**src/rtl/vaccine_wave_controller_if.sv**
```systemverilog
// Bundle between the vaccine wave controller (slave) and its frame/clamp/random
// sources and drawing logic (master).
interface vaccine_wave_controller_if;
   logic             startOfFrame;
   logic             collision;
   logic [3:0]       collision_index;
   logic             clampIdle;
   logic [10:0]      randX;
   logic [10:0]      randY;
   logic [0:9][10:0] topLeftX;
   logic [0:9][10:0] topLeftY;
   logic [0:9]       draw_request;
   logic             hit_pulse;
   logic             wave_done;
   logic [3:0]       wave_number;

   modport master (
      output startOfFrame, collision, collision_index, clampIdle, randX, randY,
      input  topLeftX, topLeftY, draw_request, hit_pulse, wave_done, wave_number
   );

   modport slave (
      input  startOfFrame, collision, collision_index, clampIdle, randX, randY,
      output topLeftX, topLeftY, draw_request, hit_pulse, wave_done, wave_number
   );
endinterface

```
**src/rtl/vaccine_wave_controller.sv**
```systemverilog
// Tracks which of ten vaccines are still on screen, retires them on clamp hits and,
// once a wave is cleared and the clamp is idle, respawns a larger wave at random spots.
module vaccine_wave_controller #(
   parameter int unsigned RESPAWN_FRAMES = 30,
   parameter int unsigned X_MIN          = 16,
   parameter int unsigned X_MAX          = 575,
   parameter int unsigned Y_MIN          = 140,
   parameter int unsigned Y_MAX          = 415
) (
   input  logic                      clk,
   input  logic                      resetN,
   vaccine_wave_controller_if.slave  bus
);

   localparam int unsigned FrameW = (RESPAWN_FRAMES < 2) ? 1 : $clog2(RESPAWN_FRAMES + 1);
   localparam logic [FrameW-1:0] FrameLast = FrameW'(RESPAWN_FRAMES - 1);
   localparam logic [10:0] XMin = 11'(X_MIN);
   localparam logic [10:0] XMax = 11'(X_MAX);
   localparam logic [10:0] YMin = 11'(Y_MIN);
   localparam logic [10:0] YMax = 11'(Y_MAX);

   localparam logic [0:9][10:0] RstX = {11'd70, 11'd80, 11'd140, 11'd200, 11'd170,
                                        11'd330, 11'd370, 11'd480, 11'd440, 11'd550};
   localparam logic [0:9][10:0] RstY = {11'd200, 11'd320, 11'd160, 11'd200, 11'd410,
                                        11'd330, 11'd170, 11'd380, 11'd180, 11'd180};

   typedef enum logic [1:0] {StActive, StWaitClamp, StDelay, StLoad} state_e;

   state_e           state_q, state_d;
   logic [FrameW-1:0] frame_q, frame_d;
   logic [3:0]       load_idx_q, load_idx_d;
   logic [3:0]       wave_q, wave_d;
   logic             hit_q, hit_d;
   logic             done_q, done_d;
   logic [0:9]       draw_q, draw_d;
   logic [0:9][10:0] tlx_q, tlx_d;
   logic [0:9][10:0] tly_q, tly_d;

   logic [0:9]       hit_mask;
   logic             hit_ok;
   logic [3:0]       vis_cnt;
   logic [10:0]      rx_clamped;
   logic [10:0]      ry_clamped;

   always_comb begin
      rx_clamped = (bus.randX < XMin) ? XMin : (bus.randX > XMax) ? XMax : bus.randX;
      ry_clamped = (bus.randY < YMin) ? YMin : (bus.randY > YMax) ? YMax : bus.randY;
      // Wave n shows 4+n vaccines, capped at all ten slots.
      vis_cnt    = (wave_q >= 4'd6) ? 4'd10 : wave_q + 4'd4;

      // Indices 10..15 match no slot, so they can never be accepted.
      hit_mask = '0;
      for (int k = 0; k < 10; k++) begin
         if (bus.collision_index == 4'(k)) hit_mask[k] = 1'b1;
      end
      hit_ok = bus.collision && (|(hit_mask & draw_q));

      state_d    = state_q;
      frame_d    = frame_q;
      load_idx_d = load_idx_q;
      wave_d     = wave_q;
      hit_d      = 1'b0;
      done_d     = 1'b0;
      draw_d     = draw_q;
      tlx_d      = tlx_q;
      tly_d      = tly_q;

      unique case (state_q)
         StActive: begin
            if (hit_ok) begin
               draw_d = draw_q & ~hit_mask;
               hit_d  = 1'b1;
               if (draw_d == '0) begin
                  done_d  = 1'b1;
                  state_d = StWaitClamp;
               end
            end
         end
         StWaitClamp: begin
            if (bus.clampIdle) begin
               frame_d = '0;
               state_d = StDelay;
            end
         end
         StDelay: begin
            if (bus.startOfFrame) begin
               frame_d = frame_q + FrameW'(1);
               if (frame_q == FrameLast) begin
                  wave_d     = wave_q + 4'd1;
                  load_idx_d = '0;
                  draw_d     = '0;
                  state_d    = StLoad;
               end
            end
         end
         StLoad: begin
            for (int k = 0; k < 10; k++) begin
               if (load_idx_q == 4'(k)) begin
                  tlx_d[k]  = rx_clamped;
                  tly_d[k]  = ry_clamped;
                  draw_d[k] = (4'(k) < vis_cnt);
               end
            end
            if (load_idx_q == 4'd9) begin
               load_idx_d = '0;
               state_d    = StActive;
            end else begin
               load_idx_d = load_idx_q + 4'd1;
            end
         end
         default: state_d = StActive;
      endcase
   end

   always_ff @(posedge clk or negedge resetN) begin
      if (!resetN) begin
         state_q    <= StActive;
         frame_q    <= '0;
         load_idx_q <= '0;
         wave_q     <= '0;
         hit_q      <= 1'b0;
         done_q     <= 1'b0;
         draw_q     <= '1;
         tlx_q      <= RstX;
         tly_q      <= RstY;
      end else begin
         state_q    <= state_d;
         frame_q    <= frame_d;
         load_idx_q <= load_idx_d;
         wave_q     <= wave_d;
         hit_q      <= hit_d;
         done_q     <= done_d;
         draw_q     <= draw_d;
         tlx_q      <= tlx_d;
         tly_q      <= tly_d;
      end
   end

   assign bus.topLeftX     = tlx_q;
   assign bus.topLeftY     = tly_q;
   assign bus.draw_request = draw_q;
   assign bus.hit_pulse    = hit_q;
   assign bus.wave_done    = done_q;
   assign bus.wave_number  = wave_q;

endmodule

```
**src/flat_wrapper.sv**
```systemverilog
// flat-port wrapper written by rule: the top's interface ports become plain ports
module vaccine_wave_controller_flat 
#(
   parameter int unsigned RESPAWN_FRAMES = 30,
   parameter int unsigned X_MIN          = 16,
   parameter int unsigned X_MAX          = 575,
   parameter int unsigned Y_MIN          = 140,
   parameter int unsigned Y_MAX          = 415
)
  (clk, resetN, bus_startOfFrame, bus_collision, bus_collision_index, bus_clampIdle, bus_randX, bus_randY, bus_topLeftX, bus_topLeftY, bus_draw_request, bus_hit_pulse, bus_wave_done, bus_wave_number);
  vaccine_wave_controller_if bus_i ();
  input  logic clk;
  input  logic resetN;
  input wire logic [$bits(bus_i.startOfFrame)-1:0] bus_startOfFrame;
  input wire logic [$bits(bus_i.collision)-1:0] bus_collision;
  input wire logic [$bits(bus_i.collision_index)-1:0] bus_collision_index;
  input wire logic [$bits(bus_i.clampIdle)-1:0] bus_clampIdle;
  input wire logic [$bits(bus_i.randX)-1:0] bus_randX;
  input wire logic [$bits(bus_i.randY)-1:0] bus_randY;
  output wire logic [$bits(bus_i.topLeftX)-1:0] bus_topLeftX;
  output wire logic [$bits(bus_i.topLeftY)-1:0] bus_topLeftY;
  output wire logic [$bits(bus_i.draw_request)-1:0] bus_draw_request;
  output wire logic [$bits(bus_i.hit_pulse)-1:0] bus_hit_pulse;
  output wire logic [$bits(bus_i.wave_done)-1:0] bus_wave_done;
  output wire logic [$bits(bus_i.wave_number)-1:0] bus_wave_number;
  assign bus_i.startOfFrame = bus_startOfFrame;
  assign bus_i.collision = bus_collision;
  assign bus_i.collision_index = bus_collision_index;
  assign bus_i.clampIdle = bus_clampIdle;
  assign bus_i.randX = bus_randX;
  assign bus_i.randY = bus_randY;
  assign bus_topLeftX = bus_i.topLeftX;
  assign bus_topLeftY = bus_i.topLeftY;
  assign bus_draw_request = bus_i.draw_request;
  assign bus_hit_pulse = bus_i.hit_pulse;
  assign bus_wave_done = bus_i.wave_done;
  assign bus_wave_number = bus_i.wave_number;
  vaccine_wave_controller #(.RESPAWN_FRAMES(RESPAWN_FRAMES), .X_MIN(X_MIN), .X_MAX(X_MAX), .Y_MIN(Y_MIN), .Y_MAX(Y_MAX)) u_core (.clk(clk), .resetN(resetN), .bus(bus_i));
endmodule
```
**config.mk**
```make
export PLATFORM = sky130hd
export DESIGN_NAME = vaccine_wave_controller_flat
export DESIGN_NICKNAME = d
export VERILOG_FILES = /design/src/rtl/vaccine_wave_controller_if.sv /design/src/rtl/vaccine_wave_controller.sv /design/src/flat_wrapper.sv
export SDC_FILE = /design/constraint.sdc
export NUM_CORES = 1
export LEC_CHECK = 0
export CAP_MARGIN = 20
export CORE_ASPECT_RATIO = 1.75
export CORE_UTILIZATION = 52
export DETAILED_ROUTE_END_ITERATION = 7
export GPL_TIMING_DRIVEN = 0
export PLACE_DENSITY_LB_ADDON = 0.1
export SYNTH_ARGS = -nofsm -noshare
export SYNTH_HDL_FRONTEND = slang
export SYNTH_SLANG_ARGS = --single-unit
```
**constraint.sdc**
```tcl
create_clock -name clk -period 4.1 [get_ports clk]
set_input_delay 1.23 -clock clk [delete_from_list [all_inputs] [get_ports clk]]
set_output_delay 1.23 -clock clk [all_outputs]
set_load 0.03 [all_outputs]
```
==> run_results.csv <==
group,metric,value,unit
cts,cts_sinks,247,
worst_setup_path,slowest_stage,"clkdlybuf4s50_1",
timing,drv_slew,0,
placed_design,io_buffers,263,
routing,vias,8321,
yosys,synthTopCellsByArea,"dfrtp_1 (41%), dfstp_2 (22%), o21ai_0 (11%)",
yosys,synth_top_family_by_area,"compound AO/OA/AOI/OAI gates",
grt,grt_max_degree,126,
cts,cts_tree,"done",
timing,setup_viol,0,
worst_setup_path,path_cells,"clkdlybuf4s50_1 > nand2_1 > o21ai_0 > inv_1 > a211oi_4 > buf_6 > a21oi_2 > a31oi_2",
routing,ant_nets,0,
worst_setup_path,end_kind,"flip-flop",
min_path,hold_start,"u_core.bus.topLeftX[84]",
power_and_ir_drop,power_density,820,mW/mm²
placed_design,placed_cells,1457,
grt,antenna_found_initial,0,
finish,area_growth,38.3,%
worst_setup_path,crit_required,4530,ps
floorplanning,rows,66,
yosys,synth_top_area_cell,"dfrtp_1",
cts,postCtsResizedCells,0,
timing,min_period_over_period,0.787,
grt,grt_pass1_vias,8358,
finish,fillers,1375,
yosys,yosysWarnings,0,
yosys,yosys-mux-area-fraction,0.00531,
yosys,yosysTopAreaCellShare,0.412,
worst_setup_path,cp_max_fo,10,
timing,max_slew_margin,0.202,
worst_setup_path,r2r_start,"u_core.frame_q[1]",
worst_setup_path,reg2regPathDepth,9,
routing,wirelength_met1,10.7,mm
routing,top_layer,"met4",
placed_design,gp_congestion,0.926,
routing,dr.first_iter.drc_count,405,
timing,fmax,0.310,GHz
routing,first_pass_iters,7,
worst_setup_path,reg2reg_slack,1530,ps
worst_setup_path,crit_path_start,"bus_startOfFrame",
worst_setup_path,worstReg2RegEnd,"u_core.bus.draw_request[8]",
yosys,syn_inst,952,
yosys,syn_avg_cell_area,10.4,µm²
yosys,synth_edf_count,0,
grt,grt_overflow,0,
finish,drive_gt1_frac,0.114,
routing,viasPerCell,5.55,
routing,drcViolationCount,0,
worst_setup_path,arrival,3660,ps
routing,wire_per_inst,20.2,µm
yosys,ys_ff_latch,247,
timing,tightest_slew,1190,ps
yosys,synth-seq-area-share,0.636,
cts,htree_levels,1,
finish,layout.nets,1284,
timing,fin_skew,23.4,ps
worst_setup_path,critical_path_class,"in -> reg",
placed_design,dp_hpwl,21.9,mm
power_and_ir_drop,seq_power_share,0.358,
outcome,status,"completed",
floorplanning,start_util,0.532,
grt,grt_pass1_wl,46.7,mm
power_and_ir_drop,intPower,0.00669,W
timing,hold_violations,0,
cts,clock-root-buffer,"clkbuf_16",
routing,drt_wl_total,30.2,mm
routing,met3_length,1.87,mm
yosys,async_flop_share,1.00,
worst_setup_path,start_kind,"input port",
finish,final_common_cell,"clkdlybuf4s50_1",
yosys,synthFlopType,"dfrtp_1",
cts,hold_buffers,0,
run,cap_violations,0,
floorplanning,die_h,184,µm
yosys,synth_area,0.00989,mm²
power_and_ir_drop,p_leak,6.19,nW
cts,clockBufferDepth,3,
floorplanning,coreArea,0.0186,mm²
finish,final_util,0.736,
grt,track_usage,0.314,
power_and_ir_drop,switching_share,0.404,
yosys,synth-xor-area-share,0.00531,
yosys,synthAdderAreaFrac,0.0114,
power_and_ir_drop,netSwitchingPower,0.00453,W
yosys,synthDistinctLibCells,59,
finish,diodes,0,
floorplanning,die_w,106,µm
power_and_ir_drop,ir_worst_vdd,0.580,mV
yosys,synth.net_count,992,
finish,final_cell_mix,"clkdlybuf4s50_1 (262), nand2_1 (216), o21ai_0 (212)",
floorplanning,dieArea,0.0196,mm²
power_and_ir_drop,combPwrFrac,0.446,
worst_setup_path,critical-path-max-stage-delay,610,ps
floorplanning,io_pins,267,
finish,fin_cells,1498,
min_path,hold_path.class,"reg -> reg",
worst_setup_path,crit_end,"u_core.bus.draw_request[8]",
cts,clkTransAtPathRegs,70,ps
routing,wl_met2,16.0,mm
cts,cts_buffers,23,
timing,rsz0062_at_grt,"no",
cts,cts_setup_buffers,0,
cts,insertion_delay,520,ps
timing,finalCriticalPeriod,3230,ps
yosys,synth-compound-area-share,0.159,
power_and_ir_drop,power.share.clock,0.197,
yosys,synth-simple-area-share,0.153,
==> through the flow <==
step | TNS (ps) | hold WS (ps) | power [W] | setup slack (ps) | area [µm²]
2_1_floorplan | 0 | 504 | 0.00681 | 1150 | 9890
3_3_place_gp | -1795760 | 460 | 0.00889 | -8360 | 12800
3_5_place_dp | 0 | 469 | 0.00902 | 345 | 12900
4_1_cts | 0 | 481 | 0.0113 | 880 | 13700
5_1_grt | 0 | 494 | 0.0118 | 758 | 13700
6_report | 0 | 477 | 0.0112 | 872 | 13700
==> synth_stat cells, drive strengths merged, types with 5 or more instances <==
cell    instances
dfrtp         163
ha              9
a31oi          10
nor2b           9
dfstp          84
nand2b          6
a21oi          22
nand3          17
and2           32
nor3            5
o21ai         220
nor2           22
buf             9
inv            11
nand2         216
clkbuf         50
==> sequential cells by signal, indices dropped and copies added, names as in the netlist <==
name,count
u_core.bus.draw_request,10
u_core.bus.hit_pulse,1
u_core.bus.topLeftX,110
u_core.bus.topLeftY,110
u_core.bus.wave_done,1
u_core.bus.wave_number,4
u_core.frame_q,5
u_core.load_idx_q,4
u_core.state_q,2
==> worst min path at each step <==
stage	endpoint	slack, ps	depth (start not counted)
6_report	u_core.bus.topLeftX[84]	480	2
4_1_cts	u_core.bus.topLeftX[84]	480	2
2_1_floorplan	u_core.frame_q[4]	500	2
5_1_grt	u_core.bus.topLeftY[47]	490	2
3_3_place_gp	u_core.bus.topLeftY[95]	460	2
3_5_place_dp	u_core.bus.topLeftY[1]	470	2
==> critical path, delay by kind of cell <==
| kind | cells | cell delay, ps |
|---|---|---|
| simple gates | 1 | 140 |
| buf+inv | 3 | 1040 |
| compound gates | 4 | 1250 |
==> layer usage <==
| metal | global-route usage | up-vias |
|---|---|---|
| li1 | - | 3819 |
| met1 | 0.350 | 4093 |
| met2 | 0.561 | 314 |
| met3 | 0.0647 | 95 |
| met4 | 0.160 | 0 |
| met5 | 0 | - |
==> cell families (layout without fill, tap and decap cells) <==
group | Yosys count | after routing
simple gates | 334 | 334
flops | 247 | 247
mux | 5 | 5
fa+ha+maj | 9 | 9
xor+xnor | 6 | 6
buf+inv | 70 | 378
compound gates | 281 | 281
==> power groups by stage <==
stage / logic [W] / clock network, W / registers [W]
2_1_floorplan: 0.00126 / 0 / 0.00555
5_1_grt: 0.00533 / 0.00233 / 0.00410
3_5_place_dp: 0.00498 / 0 / 0.00404
6_report: 0.00500 / 0.00221 / 0.00401
3_3_place_gp: 0.00488 / 0 / 0.00401
4_1_cts: 0.00501 / 0.00223 / 0.00401
==> cell type report <==
class                           instances  area (µm²)  share of cell area
Timing Repair Buffer                  267        2710               0.198
Buffer                                 59         256              0.0188
Sequential cell                       247        6290               0.460
Inverter                               11        41.3             0.00302
Multi-Input combinational cell        635        3320               0.243
Tap cell                              238         298              0.0218
Clock buffer                           31         606              0.0443
Clock inverter                         10         161              0.0118
(Power assumes the default switching activity.)
==> patch 1, RTL diff (config.mk and constraints unchanged) <==
The 4 states of `state_e` get a Gray code encoding in 2 bits.
--- a/src/rtl/vaccine_wave_controller.sv
+++ b/src/rtl/vaccine_wave_controller.sv
@@ -24,7 +24,7 @@
    localparam logic [0:9][10:0] RstY = {11'd200, 11'd320, 11'd160, 11'd200, 11'd410,
                                         11'd330, 11'd170, 11'd380, 11'd180, 11'd180};
 
-   typedef enum logic [1:0] {StActive, StWaitClamp, StDelay, StLoad} state_e;
+   typedef enum logic [1:0] {StActive = 2'b00, StWaitClamp = 2'b01, StDelay = 2'b11, StLoad = 2'b10} state_e;
 
    state_e           state_q, state_d;
    logic [FrameW-1:0] frame_q, frame_d;
Function: same outputs for any inputs over 10 cycles, from zero or initial values and one cycle with resetN low; not proved beyond that.
==> patch 1 against the original RTL <==
- sequential cell count is the same
- critical path depth shrank 2
- cell area shrank 1.5%
- total power grew 3.1%
- clock power shrank 2%
- clock skew shrank 0.013 ns
- routed wire length is essentially flat
- first-iteration DRC count shrank 3.2%
- worst setup slack lost 0.085 ns
- global-route usage grew 0.82 points
- area after synthesis shrank 2.1%
- critical path type unchanged
- largest cell class unchanged
- largest power group unchanged
==> patch 1: results (changes against the original RTL) <==
- Sw Share: 41.0% (was 40.4%)
- Worst hold start: u_core.bus.topLeftY[14] (was u_core.bus.topLeftX[84])
- Met3 wire len: 2080 µm (was 1870 µm)
- Synth top area cells: dfrtp_1 (42%), dfstp_2 (23%), o21ai_0 (11%), nand2_1 (8.3%), clkbuf_1 (2.2%) (was dfrtp_1 (41%), dfstp_2 (22%), o21ai_0 (11%), nand2_1 (8.2%), and2_1 (2.0%))
- Pre-CTS setup slack: 0.317 ns (was 0.345 ns)
- DRT Wirelength: 30200 µm (about the same)
- Crit Reg-Reg Endpoint: u_core.bus.topLeftX[23] (was u_core.bus.draw_request[8])
- Post-Synth XOR/XNOR Area: 0.543% (was 0.531%)
- Crit-path max cell delay: 0.88 ns (was 0.61 ns)
- Detail Route met2 WL: 15800 µm (was 16000 µm)
- Clock latency at the later pin of the worst-skew pair: 0.50 ns (was 0.52 ns)
- Crit path DAT: 3.65 ns (was 3.66 ns)
- Largest net degree at the start of global routing: 109 (was 126)
- Vias in the first global route: 8290 (was 8358)
- Seq/Total Area, Yosys: 64.9% (was 63.6%)
- Post-synth net total: 969 (was 992)
- Slowest CP cell: nor2_1 (was clkdlybuf4s50_1)
- Period utilisation layout: 80.8% (was 78.7%)
- Critical Path Start: bus_randY[4] (was bus_startOfFrame)
- Met1 wire length: 10700 µm (about the same)
- IR drop worst, VDD: 763 µV (was 580 µV)
- Fraction of final layout cells with drive strength greater than 1: 11.6% (was 11.4%)
- First-pass GRT wire length: 46900 µm (was 46700 µm)
- Post-synthesis mux area share: 0.452% (was 0.531%)
- Routed vias/inst: 5.59 (was 5.55)
- FF-to-FF path depth: 6 (was 9)
- Global placement routability congestion: 0.907 (was 0.926)
- Pre-Repair DR Iteration Count: 5 (was 7)
- Hold Path Sink: u_core.bus.topLeftY[14] (was u_core.bus.topLeftX[84])
- Placed Area: 12700 µm² (was 12900 µm²)
- Status: finished, final reports clean (unchanged)
- Post-DP HPWL: 22300 µm (was 21900 µm)
- Worst path top cell family by delay: simple AND/OR/NAND/NOR gates (was compound AO/OA/AOI/OAI gates)
- GRT Total Usage: 32.2% (was 31.4%)
- 1st-iter DRT viols: 392 (was 405)
- Design area: 13500 µm² (was 13700 µm²)
- # fillers: 1370 (was 1375)
- FF-to-FF Start: u_core.state_q[1] (was u_core.frame_q[1])
- Commonest cells in the netlist: nand2_1 (215), o21ai_0 (204), dfrtp_1 (163) (was nand2_1 (216), o21ai_0 (212), dfrtp_1 (163))
- Met1 Use GR: 35.8% (was 35.0%)
- Synth Area in Compound Gates: 15.6% (was 15.9%)
-- patch 1: cell types whose count changed after synthesis, sizes merged, moves of 4 or more --
cell and delta:
a21o +6, buf -6, ha -4, nand4 +4
a31oi +11, nand3 -10, clkbuf +10, o21ai -12
nand2b -4
-- patch 1: final cells by class --
class | instances | share of cell area (%)
buffer | 63 | 1.90
tap | 234 | 2.17
multi-input combinational | 613 | 23.0
inverter | 10 | 0.279
sequential | 247 | 46.7
clock inverter | 9 | 0.761
clock buffer | 33 | 4.92
timing repair buffer | 269 | 20.3
-- patch 1: power groups by stage --
stage | clock network (W) | registers, W | logic [W]
after floorplan | 0 | 0.00585 | 0.00114
after global placement | 0 | 0.00415 | 0.00515
after detailed placement | 0 | 0.00417 | 0.00525
after CTS | 0.00218 | 0.00414 | 0.00528
after global routing | 0.00228 | 0.00424 | 0.00558
final | 0.00216 | 0.00415 | 0.00525
-- patch 1: worst max path at each step --
stage,slack [ns],depth (start not counted),to
after global placement,-8.34,1,u_core.bus.topLeftX[25]
after global routing,0.75,6,u_core.bus.topLeftY[79]
after detailed placement,0.32,6,u_core.bus.topLeftY[36]
after CTS,0.84,6,u_core.bus.topLeftY[36]
final,0.79,6,u_core.bus.topLeftY[46]
after floorplan,1.29,7,u_core.bus.draw_request[0]
-- patch 1: per-stage QoR --
stage | std cells | TNS, ns | power [W] | hold WS (ns)
detailed placement | 1435 | 0 | 0.00943 | 0.469
global route | 1478 | 0 | 0.0121 | 0.490
CTS | 1477 | 0 | 0.0116 | 0.481
floorplan | 933 | 0 | 0.00699 | 0.495
global placement | 1432 | -1790.05 | 0.00930 | 0.461
finish | 1478 | 0 | 0.0116 | 0.475
==> patch 2, RTL diff (same flow settings) <==
Without the edit above. `RESPAWN_FRAMES` is set to 30 in 2 places; all go to 15.
--- a/src/rtl/vaccine_wave_controller.sv
+++ b/src/rtl/vaccine_wave_controller.sv
@@ -1,7 +1,7 @@
 // Tracks which of ten vaccines are still on screen, retires them on clamp hits and,
 // once a wave is cleared and the clamp is idle, respawns a larger wave at random spots.
 module vaccine_wave_controller #(
-   parameter int unsigned RESPAWN_FRAMES = 30,
+   parameter int unsigned RESPAWN_FRAMES = 15,
    parameter int unsigned X_MIN          = 16,
    parameter int unsigned X_MAX          = 575,
    parameter int unsigned Y_MIN          = 140,
--- a/src/flat_wrapper.sv
+++ b/src/flat_wrapper.sv
@@ -1,7 +1,7 @@
 // flat-port wrapper written by rule: the top's interface ports become plain ports
 module vaccine_wave_controller_flat 
 #(
-   parameter int unsigned RESPAWN_FRAMES = 30,
+   parameter int unsigned RESPAWN_FRAMES = 15,
    parameter int unsigned X_MIN          = 16,
    parameter int unsigned X_MAX          = 575,
    parameter int unsigned Y_MIN          = 140,
Function: no difference found for any inputs over 10 cycles, from zero or initial values and one cycle with resetN low; that may be too few to reach the edited logic, so the function may still have changed.
==> patch 2 against the original RTL <==
- worst hold slack improved by 0.0015 ns
- die area rose by 0.28%
- cell area rose by 0.22%
- global-route usage fell by 1.1 points
- critical path depth fell by 2
- worst setup slack got worse by 0.12 ns
- total power rose by 0.29%
- routed wire length fell by 3.4%
- area after synthesis rose by 0.28%
- non-clock buffer count rose by 3
- sequential cell count fell by 1
- sequential share of layout area fell by 0.28 points
- critical endpoint is now u_core.bus.topLeftX[36]
- largest cell class unchanged
- largest power group unchanged
==> patch 2: results (changes against the original RTL) <==
- GRT Total Usage: 30.3% (was 31.4%)
- DRT Wirelength: 29200 µm (was 30200 µm)
- Total setup buffers inserted after CTS: 0 (unchanged)
- Global placement routability congestion: 0.884 (was 0.926)
- Hold Path Stages: 2 (unchanged)
- Yosys cell types: 58 (was 59)
- Crit path DAT: 3.67 ns (was 3.66 ns)
- Met1 wire length: 10700 µm (about the same)
- Pre-CTS setup slack: 0.324 ns (was 0.345 ns)
- Hold Path Sink: u_core.bus.topLeftX[29] (was u_core.bus.topLeftX[84])
- Met3 wire len: 2080 µm (was 1870 µm)
- FF-to-FF Start: u_core.state_q[0] (was u_core.frame_q[1])
- Synth top area cells: dfrtp_1 (41%), dfstp_2 (22%), o21ai_0 (11%), nand2_1 (8.7%), and2_1 (2.1%) (was dfrtp_1 (41%), dfstp_2 (22%), o21ai_0 (11%), nand2_1 (8.2%), and2_1 (2.0%))
- Fraction of final layout cells with drive strength greater than 1: 11.6% (was 11.4%)
- Hold Slack: 0.478 ns (was 0.477 ns)
- 1st-iter DRT viols: 374 (was 405)
- Post-DP HPWL: 20600 µm (was 21900 µm)
- Port bufs: 266 (was 263)
- IR drop worst, VDD: 699 µV (was 580 µV)
- Vias in the first global route: 8290 (was 8358)
- Post-synth net total: 1010 (was 992)
- Pre-Repair DR Iteration Count: 5 (was 7)
- Worst hold start: u_core.bus.topLeftX[29] (was u_core.bus.topLeftX[84])
- Largest net degree at the start of global routing: 127 (was 126)
- Status: finished, final reports clean (unchanged)
- FF-to-FF path depth: 8 (was 9)
- Detail Route met2 WL: 15200 µm (was 16000 µm)
- Seq/Total Area, Yosys: 63.1% (was 63.6%)
- Commonest cells in the netlist: nand2_1 (229), o21ai_0 (212), dfrtp_1 (162) (was nand2_1 (216), o21ai_0 (212), dfrtp_1 (163))
- Post-cts resize count: 0 (unchanged)
- Nets@finish: 1304 (was 1284)
- Initial antenna violation count: 0 (unchanged)
- First-pass GRT wire length: 45600 µm (was 46700 µm)
- Vias: 8372 (was 8321)
- Clock latency at the later pin of the worst-skew pair: 0.50 ns (was 0.52 ns)
- Pleak: 6.15 nW (was 6.19 nW)
- Register-to-Register Setup Slack: 1.64 ns (was 1.53 ns)
- Worst Skew: 0.0182 ns (was 0.0234 ns)
- Crit Reg-Reg Endpoint: u_core.bus.draw_request[8] (unchanged)
- Max-slew headroom: 32.0% (was 20.2%)
- Synth Flop Type: dfrtp_1 (unchanged)
-- patch 2: changes by cell type in the layout (fill, tap and decap cells not counted), sizes merged, moves of 4 or more --
cell,delta
a21boi,+4
o31ai,+5
buf,-4
nand2,+13
a21oi,-7
clkbuf,+4
nor2,+9
o21ai,-4
-- patch 2: worst max-delay path by stage --
| stage | cells after the start | end | start | slack, ns |
|---|---|---|---|---|
| global placement | 1 | u_core.bus.topLeftX[12] | resetN | -8.35 |
| finish | 6 | u_core.bus.topLeftX[36] | bus_randX[6] | 0.75 |
| global route | 6 | u_core.bus.topLeftX[36] | bus_randX[6] | 0.65 |
| CTS | 6 | u_core.bus.topLeftX[36] | bus_randX[6] | 0.82 |
| detailed placement | 6 | u_core.bus.topLeftX[36] | bus_randX[6] | 0.32 |
| floorplan | 7 | u_core.state_q[0] | bus_collision_index[2] | 1.37 |
-- patch 2: area by class of cell --
class | count | area, µm²
Clock inverter | 10 | 116
Inverter | 10 | 37.5
Multi-Input combinational cell | 654 | 3390
Sequential cell | 246 | 6260
Buffer | 60 | 238
Fill cell | 1399 | 4960
Tap cell | 238 | 298
Clock buffer | 31 | 636
Timing Repair Buffer | 269 | 2730
-- patch 2: per-layer routing --
metal,vias to the layer above,track usage [%]
met5,-,0
met2,328,53.3
li1,3862,-
met3,73,7.32
met1,4109,35.1
met4,0,12.2
-- patch 2: power breakdown --
| group | leakage (nW) | total (W) | internal [W] | switching (W) |
|---|---|---|---|---|
| clock | 0.364 | 0.00214 | 0.00122 | 0.000916 |
| sequential | 2.75 | 0.00401 | 0.00348 | 0.000535 |
| combinational | 3.04 | 0.00510 | 0.00195 | 0.00315 |
-- patch 2: cell families (layout without fill, tap and decap cells) --
group	count (synthesis)	count (layout)	share of synthesized area (%)
multiplexers	5	5	0.542
XOR/XNOR	3	3	0.265
AND/OR/NAND/NOR	363	363	16.8
adder cells (fa/ha/maj)	9	9	1.14
AO/OA/AOI/OAI	274	274	15.4
flip-flops	246	246	63.1
buffers and inverters	70	380	2.78
-- patch 2: through the flow --
step           setup TNS [ns]  util [%]  instance area, µm²  cells  total power [W]
6_report                    0      73.4               13700   1518           0.0112
5_1_grt                     0      73.4               13700   1518           0.0118
4_1_cts                     0      73.4               13700   1518           0.0113
3_5_place_dp                0      69.4               13000   1477          0.00913
3_3_place_gp         -1785.75      69.0               12900   1474          0.00901
2_1_floorplan               0         -                9920    970          0.00691
-- patch 2: critical path, stage by stage --
cell	delay, ns
clkdlybuf4s50_1	0.42
or3_1	0.41
nor4_1	0.49
nor2_1	0.11
nor2_1	0.77
o21ai_0	0.25
